<file path="src/rtl/data_mem_ctrl.sv">
`default_nettype none
// ============================================================================
// Module  : data_mem_ctrl
// Brief   : MEM-stage load/store controller for a word-wide synchronous RAM.
// Revision: 1.0
// ============================================================================
module data_mem_ctrl #(
    parameter int          ADDR_WIDTH  = 9,
    parameter int          RAM_LATENCY = 1,
    parameter logic [31:0] BASE_ADDR   = 32'h10010000
) (
    input  logic                  clk,
    input  logic                  rst,
    input  logic                  MemRead,
    input  logic                  MemWrite,
    input  logic [31:0]           dAddress,
    input  logic [31:0]           dWriteData,
    input  logic [2:0]            funct3,
    output logic [31:0]           dReadData,
    output logic                  mem_done,
    output logic                  mem_err,
    output logic                  busy,
    output logic                  ram_en,
    output logic                  ram_we,
    output logic [ADDR_WIDTH-1:0] ram_addr,
    output logic [31:0]           ram_wdata,
    output logic [3:0]            ram_wstrb,
    input  logic [31:0]           ram_rdata
);

    localparam logic [2:0] S_IDLE  = 3'd0;
    localparam logic [2:0] S_ISSUE = 3'd1;
    localparam logic [2:0] S_WAIT  = 3'd2;
    localparam logic [2:0] S_RESP  = 3'd3;
    localparam logic [2:0] S_ERR   = 3'd4;
    localparam logic [2:0] c_LAT   = 3'(RAM_LATENCY);

    logic [2:0]  r_state, w_nextState;
    logic [2:0]  r_cnt;
    logic        r_isStore;
    logic [2:0]  r_f3;
    logic [1:0]  r_byteOff;

    logic [31:0] w_offset;
    logic        w_req, w_funcOk, w_misaligned, w_outOfRange, w_reqErr;
    logic [31:0] w_wdata;
    logic [3:0]  w_strbSel;
    logic        w_issueNext, w_doneNext, w_errNext, w_busyNext, w_weNext, w_capture;
    logic [31:0] w_shifted, w_loadData;
    logic [7:0]  w_byte;
    logic [15:0] w_half;

    assign w_req        = MemRead | MemWrite;
    assign w_offset     = dAddress - BASE_ADDR;
    // Below-base addresses wrap to huge offsets, so one compare covers both ends.
    assign w_outOfRange = |w_offset[31:ADDR_WIDTH+2];
    assign w_misaligned = ((funct3[1:0] == 2'b01) && w_offset[0]) ||
                          ((funct3[1:0] == 2'b10) && (w_offset[1:0] != 2'b00));

    always_comb begin
        w_funcOk = 1'b0;
        case (funct3)
            3'b000, 3'b001, 3'b010: w_funcOk = 1'b1;
            3'b100, 3'b101:         w_funcOk = !MemWrite;
            default:                w_funcOk = 1'b0;
        endcase
    end

    assign w_reqErr = (MemRead && MemWrite) || !w_funcOk || w_misaligned || w_outOfRange;

    always_ff @(posedge clk or negedge rst) begin
        if (!rst) r_state <= S_IDLE;
        else      r_state <= w_nextState;
    end

    always_comb begin
        w_nextState = S_IDLE;
        case (r_state)
            S_IDLE:  w_nextState = !w_req ? S_IDLE : (w_reqErr ? S_ERR : S_ISSUE);
            S_ISSUE: w_nextState = r_isStore ? S_RESP : S_WAIT;
            S_WAIT:  w_nextState = (r_cnt == 3'd1) ? S_RESP : S_WAIT;
            default: w_nextState = S_IDLE;
        endcase
    end

    always_comb begin
        w_wdata   = dWriteData;
        w_strbSel = 4'b1111;
        case (funct3[1:0])
            2'b00: begin
                w_wdata   = {4{dWriteData[7:0]}};
                w_strbSel = 4'b0001 << w_offset[1:0];
            end
            2'b01: begin
                w_wdata   = {2{dWriteData[15:0]}};
                w_strbSel = w_offset[1] ? 4'b1100 : 4'b0011;
            end
            default: begin
                w_wdata   = dWriteData;
                w_strbSel = 4'b1111;
            end
        endcase
    end

    always_comb begin
        w_shifted = ram_rdata >> {r_byteOff, 3'b000};
        w_byte    = w_shifted[7:0];
        w_half    = r_byteOff[1] ? ram_rdata[31:16] : ram_rdata[15:0];
        case (r_f3)
            3'b000:  w_loadData = {{24{w_byte[7]}}, w_byte};
            3'b001:  w_loadData = {{16{w_half[15]}}, w_half};
            3'b100:  w_loadData = {24'd0, w_byte};
            3'b101:  w_loadData = {16'd0, w_half};
            default: w_loadData = ram_rdata;
        endcase
    end

    // Outputs are registered, so they are decoded from the state being entered.
    always_comb begin
        w_issueNext = (w_nextState == S_ISSUE);
        w_doneNext  = (w_nextState == S_RESP) || (w_nextState == S_ERR);
        w_errNext   = (w_nextState == S_ERR);
        w_busyNext  = (w_nextState != S_IDLE);
        w_weNext    = w_issueNext && MemWrite;
        w_capture   = (r_state == S_WAIT) && (r_cnt == 3'd1);
    end

    always_ff @(posedge clk or negedge rst) begin
        if (!rst) begin
            r_isStore <= 1'b0;
            r_f3      <= 3'd0;
            r_byteOff <= 2'd0;
            r_cnt     <= 3'd0;
        end else begin
            if (r_state == S_IDLE && w_req) begin
                r_isStore <= MemWrite;
                r_f3      <= funct3;
                r_byteOff <= w_offset[1:0];
            end
            if (r_state == S_ISSUE)     r_cnt <= c_LAT;
            else if (r_state == S_WAIT) r_cnt <= r_cnt - 3'd1;
        end
    end

    always_ff @(posedge clk or negedge rst) begin
        if (!rst) begin
            dReadData <= 32'd0;
            mem_done  <= 1'b0;
            mem_err   <= 1'b0;
            busy      <= 1'b0;
            ram_en    <= 1'b0;
            ram_we    <= 1'b0;
            ram_addr  <= '0;
            ram_wdata <= 32'd0;
            ram_wstrb <= 4'd0;
        end else begin
            mem_done  <= w_doneNext;
            mem_err   <= w_errNext;
            busy      <= w_busyNext;
            ram_en    <= w_issueNext;
            ram_we    <= w_weNext;
            ram_wstrb <= w_weNext ? w_strbSel : 4'd0;
            if (w_issueNext) begin
                ram_addr  <= w_offset[ADDR_WIDTH+1:2];
                ram_wdata <= w_wdata;
            end
            if (w_capture) dReadData <= w_loadData;
        end
    end

endmodule
`default_nettype wire

</file>
<file path="config.mk">
export PLATFORM = sky130hd
export DESIGN_NAME = data_mem_ctrl
export DESIGN_NICKNAME = d
export VERILOG_FILES = /design/src/rtl/data_mem_ctrl.sv
export SDC_FILE = /design/constraint.sdc
export NUM_CORES = 1
export LEC_CHECK = 0
export ABC_AREA = 1
export CORE_UTILIZATION = 41
export CTS_CLUSTER_DIAMETER = 50
export DETAILED_ROUTE_END_ITERATION = 8
export GPL_TIMING_DRIVEN = 0
export HOLD_SLACK_MARGIN = 0.15
export PLACE_DENSITY_LB_ADDON = 0.3
export SLEW_MARGIN = 20
export SYNTH_ARGS = -nofsm -noshare
export SYNTH_HDL_FRONTEND = slang
export SYNTH_SLANG_ARGS = --single-unit
</file>
<file path="constraint.sdc">
create_clock -name clk -period 1.4 [get_ports clk]
set_input_delay 0.28 -clock clk [delete_from_list [all_inputs] [get_ports clk]]
set_output_delay 0.28 -clock clk [all_outputs]
set_load 0.02 [all_outputs]
</file>
After elaboration in Yosys (flattened, before gate mapping)
Index checks and enable logic that the tools add are counted.
{"block": "totals", "regBits": 94, "in_bits": 103, "output_inout_bits": 82, "mem_bits_rw": 0, "latchBits": 0, "memories": 0, "romBits": 0}
{"block": "classes", "n_shift": 2, "eq_ne": 15, "div_mod_pow": 0, "n_mux": 14, "reduce_logical": 23, "multipliers": 0, "magnitude_cmp": 0, "n_addsub": 2, "n_bitwise": 1}
{"op": "32-bit case mux with 4 select lines", "count": 1}
{"op": "32-bit case mux with 2 select lines", "count": 1}
{"op": "32-bit by 5-bit >> shifter with 8-bit output", "count": 1}
{"op": "32-bit by 29-bit subtractor with 32-bit output, second input constant", "count": 1}
{"op": "21-bit OR reduction", "count": 1}
{"op": "16-bit two-way mux", "count": 1}
{"op": "3-bit by 1-bit == test with 1-bit output, second input constant", "count": 5}
{"op": "3-bit == test, second input constant", "count": 5}
{"op": "3-bit two-way mux", "count": 4}
{"op": "3-bit by 2-bit == test with 1-bit output, second input constant", "count": 3}
{"op": "3-bit zero test", "count": 3}
{"op": "3-bit case mux with 3 select lines", "count": 1}
{"op": "4-bit two-way mux", "count": 2}
{"op": "4-bit case mux with 2 select lines", "count": 1}
{"op": "1-bit logical AND", "count": 6}
{"op": "1-bit logical OR", "count": 5}
{"op": "2-bit nonzero test", "count": 2}
{"op": "1-bit by 2-bit << shifter with 4-bit output, first input constant", "count": 1}
{"op": "3-bit nonzero test", "count": 1}
{"op": "3-bit OR reduction", "count": 1}
{"op": "3-bit by 1-bit subtractor with 3-bit output, second input constant", "count": 1}
{"op": "2-bit by 1-bit == test with 1-bit output, second input constant", "count": 1}
{"op": "2-bit == test, second input constant", "count": 1}
{"op": "1-bit zero test", "count": 2}
{"op": "5 further kinds", "count": 6}

Depth between registers and ports, before layout
{"block": "depth", "ltp_word": 13, "mapped_depth": 14, "mapped_depth_nobuf": 13}

Worst setup path before layout
No wires, ideal clock.
{"block": "synth_timing", "path_type": "input-to-reg", "from": "in dAddress[16]", "to": "reg ram_addr[0]", "stages": 14, "n_path_buf": 1, "setup_time_ns": 0.117, "arrival_ns": 1.541, "path_slack_ns": -0.259, "path_cell_list": "inv_1 ha_1 nand2_1 inv_1 nand2_1 nor2_1 nand2_1 nor2_1 nand2_1 nor2_2 nand4_4 buf_6 nand2_1 nand2_1"}
{"block": "synth_between", "elab_chain_cells": 7}
{"element": "start: declaration", "line": "16", "text": "input logic [31:0] dAddress,"}
{"element": "32-bit by 29-bit subtractor with 32-bit output", "line": "54", "text": "assign w_offset = dAddress - BASE_ADDR;"}
{"element": "21-bit OR reduction", "line": "56", "text": "assign w_outOfRange = |w_offset[31:ADDR_WIDTH+2];"}
{"element": "1-bit logical OR", "line": "69", "text": "assign w_reqErr = (MemRead && MemWrite) || !w_funcOk || w_misaligned || w_outOfRange;"}
{"element": "3-bit two-way mux (2 in series)", "line": "79", "text": "S_IDLE: w_nextState = !w_req ? S_IDLE : (w_reqErr ? S_ERR : S_ISSUE);"}
{"element": "3-bit case mux with 3 select lines", "line": "78", "text": "case (r_state)"}
{"element": "3-bit by 1-bit == test with 1-bit output", "line": "120", "text": "w_issueNext = (w_nextState == S_ISSUE);"}
{"element": "end signal: assignment", "line": "164", "text": "ram_addr <= w_offset[ADDR_WIDTH+1:2];"}
{"element": "end: declaration", "line": "25", "text": "output logic [ADDR_WIDTH-1:0] ram_addr,"}
No other way between the ends.
A chain may end at the register's enable or synchronous reset.

Worst setup path after layout
{"block": "layout_timing", "from": "in dAddress[25]", "to": "reg ram_wdata[24]"}
{"block": "layout_between", "elab_chain_cells": 7}
{"element": "32-bit by 29-bit subtractor with 32-bit output", "line": "54"}
{"element": "21-bit OR reduction", "line": "56"}
{"element": "1-bit logical OR", "line": "69"}
{"element": "3-bit two-way mux (2 in series)", "line": "79"}
{"element": "3-bit case mux with 3 select lines", "line": "78"}
{"element": "3-bit by 1-bit == test with 1-bit output", "line": "120"}
{"element": "end signal: assignment", "line": "165", "text": "ram_wdata <= w_wdata;"}
{"element": "end: declaration", "line": "26", "text": "output logic [31:0] ram_wdata,"}
No other way between the ends.

==> impl_metrics.ini <==
[outcome]
status = finished, violations left
violations = setup timing

[detailed_routing]
ant_nets = 0
drt-initial-drc-count = 360
drc = 0
wl_per_cell_um = 18.09
vias = 5769
via_per_inst = 5.453
routed_wl_mm = 19.14
first_pass_iters = 5

[floorplanning]
dieArea_um2 = 12640
core_um2 = 11660
ios = 185
row_count = 39
initial_core_util = 0.4286
die_x_um = 112.4
die_h_um = 112.4

[cts]
cts_made_buffers = 9
cts.sinks = 94
cts_buffer_depth = 2
clk_pin_slew_ps = 70
worstSkewPairLatency_ps = 340
root_buffer = clkbuf_16
cts_tree = done
htree_levels = 3

[worst_setup_path]
regToRegEndpoint = dReadData[5]
path_max_fanout = 6
path_cells = dlygate4sd2_1 -> nor2_1 -> nand2_1 -> nor2_2 -> nand2_1 -> nand2_2 -> nand3_4 -> inv_4 -> nand4_4 -> buf_8 -> buf_6 -> nand2_1 -> nand2_1
cp_slowest_cell = dlygate4sd2_1
cp_common_cell = nand2_1
rr_worst_depth = 7
regToRegSetupSlack_ps = -140
startpoint_type = primary input
crit_start = dAddress[25]
critical-path-max-stage-delay_ps = 270
cp_data_required_time_ps = 1620
endpoint_kind = flip-flop
critPathKind = primary input to flip-flop
r2r_start = r_byteOff[1]
path_delay_family = simple AND/OR/NAND/NOR gates
cp_num_buf_inv = 4
cp.arrival_ps = 1860
crit_cells = 13

[synthesis]
yosysWarnings = 0
syn_inst = 667
synth_ff_type = dfrtp_1
syn_nets = 773
syn_area_um2 = 4999
yosys.area.top_type = dfrtp_1
ys_ff_latch = 94
ys_seq_area_frac = 0.4706
synth_async_sr_flop_share = 1.000
synth-edff-count = 0
syn_avg_cell_area_um2 = 7.494
synth.top_cell.area_share = 0.4706
synth_area_leaders = dfrtp_1 47%, nand2_1 16%, inv_1 5.6%
synthDistinctLibCells = 31

[power_and_ir_drop]
leakage_uw = 0.004454
max-vdd-ir-drop_v = 0.0006460
p_per_area_nw_per_um2 = 1068

[place]
io_buffers = 183
dp.cells = 994
routabilityCongestion = 0.9229
dpl_worst_slack_ps = -1208
dp_hpwl_mm = 12.35

[grt]
grt-ovfl-total = 0
grt_max_degree = 59
grt_antenna_before_repair = 0
grt_util_all_layers = 0.2899
grt_pass1_vias = 5801
grt_pass1_wl_mm = 28.63

[timing]
setup_violations = 83
finalCritPeriodShare = 1.169
fin_setup_tns_ps = -10280
layout_setup_ws_ps = -236.7
relSlewSlack = 0.6168
max_freq_ghz = 0.6110
period_needed_ps = 1637
rsz0062_at_grt = yes
worst_pin_slew_ps = 574.9
holdWs_ps = 238.6
hold_viol_final = 0
slew_viol_final = 0
fin_worst_skew_ps = 10.79

[flow_run]
maxCapViolCount = 0

[finish]
seqCellArea_um2 = 2356
multi_input_area_um2 = 2907
n_fill_cell = 807
insertedDiodeCount = 0
fin_cells = 1058
drive_above_1_share = 0.3082
final_nets = 1017
area_growth_pct = 73.67

[worst_hold_path]
hold_depth = 3
min_to = dReadData[15]
hold_path_class = primary input to flip-flop
hp-start = ram_rdata[15]
worst max-delay path by stage:
stage                          to
floorplan             ram_addr[0]
global route        ram_wdata[24]
global placement    ram_wdata[31]
detailed placement   ram_wdata[2]
finish              ram_wdata[24]
CTS                  ram_wdata[0]
what timing repair did:
| action | in CTS | in global routing |
|---|---|---|
| gates cloned | 7 | 3 |
| resized for setup | 276 | 165 |
| endpoints found under the hold margin | 36 | 0 |
| setup endpoints to repair | 172 | 96 |
| setup buffers | 32 | 9 |
| pin swaps | 58 | 52 |
| hold buffers | 1 | 0 |
worst register-to-register path: stages (launching register included):
cell and delay (ps):
dfrtp_2 450, buf_6 160, nor2_1 220, a21oi_2 80
o21ai_1 240, a21oi_2 90, o21ai_1 100, nand2_1 80
per-layer routing:
metal  share of wire  global-route usage
met1            0.39              0.3584
met2            0.49              0.4845
met3           0.080             0.06749
met4           0.032              0.1298
met5               0                   0
power breakdown:
group	internal, uW	leakage, uW	switching, uW	total [uW]
registers	3090	0.00124	281	3370
clock network	1610	0.000151	1070	2680
logic	1420	0.00306	1810	3220
total	6110	0.00445	3160	9270
state kept, by name, indices dropped and copies added, names as in the netlist:
register   count
mem_err        1
ram_addr       9
ram_en         1
r_isStore      1
busy           1
mem_done       1
r_cnt          3
r_state        3
r_f3           3
ram_wdata     32
ram_we         1
dReadData     32
r_byteOff      2
ram_wstrb      4
logic make-up after synthesis:
| group | after synthesis | synth area share |
|---|---|---|
| simple gates | 336 | 0.2869 |
| compound gates | 125 | 0.1392 |
| buf+inv | 108 | 0.09412 |
| flops | 94 | 0.4706 |
| fa+ha+maj | 3 | 0.007510 |
| xor+xnor | 1 | 0.001753 |
cell usage in the layout, fill, tap and decap left out, drive strengths merged, types with 3 or more instances in the layout:
| cell type | count |
|---|---|
| nand2 | 207 |
| dfrtp | 94 |
| dlygate4sd2 | 91 |
| buf | 79 |
| inv | 76 |
| clkdlybuf4s50 | 73 |
| nor2 | 69 |
| nand3 | 52 |
| o21ai | 52 |
| a21oi | 39 |
| clkbuf | 23 |
| o22ai | 18 |
| o211ai | 8 |
| a2bb2oi | 7 |
| clkdlybuf4s15 | 6 |
| nand4 | 4 |
| ha | 3 |
through the flow:
stage | total power [uW] | util | cell area [um2]
final | 9271 | 0.7443 | 8681
after global routing | 9650 | 0.7443 | 8681
after CTS | 8673 | 0.6962 | 8119
after detailed placement | 5998 | 0.6111 | 7127
after global placement | 5910 | 0.6086 | 7098
after floorplan | 4685 | - | 5087
synth_stat cells (7+ instances only):
| library cell | number |
|---|---|
| a21oi_1 | 39 |
| a2bb2oi_1 | 7 |
| buf_2 | 7 |
| buf_6 | 7 |
| clkbuf_1 | 12 |
| dfrtp_1 | 94 |
| inv_1 | 75 |
| nand2_1 | 207 |
| nand3_1 | 49 |
| nor2_1 | 62 |
| o211ai_1 | 8 |
| o21ai_0 | 50 |
| o22ai_1 | 18 |
cell type report:
| type | count | share of cell area |
|---|---|---|
| Timing Repair Buffer | 235 | 0.2633 |
| Sequential cell | 94 | 0.2714 |
| Clock inverter | 5 | 0.009657 |
| Clock buffer | 10 | 0.02753 |
| Multi-Input combinational cell | 465 | 0.3348 |
| Tap cell | 143 | 0.02061 |
| Inverter | 77 | 0.03690 |
| Buffer | 29 | 0.03575 |
Power figures use the tool's default switching activity.
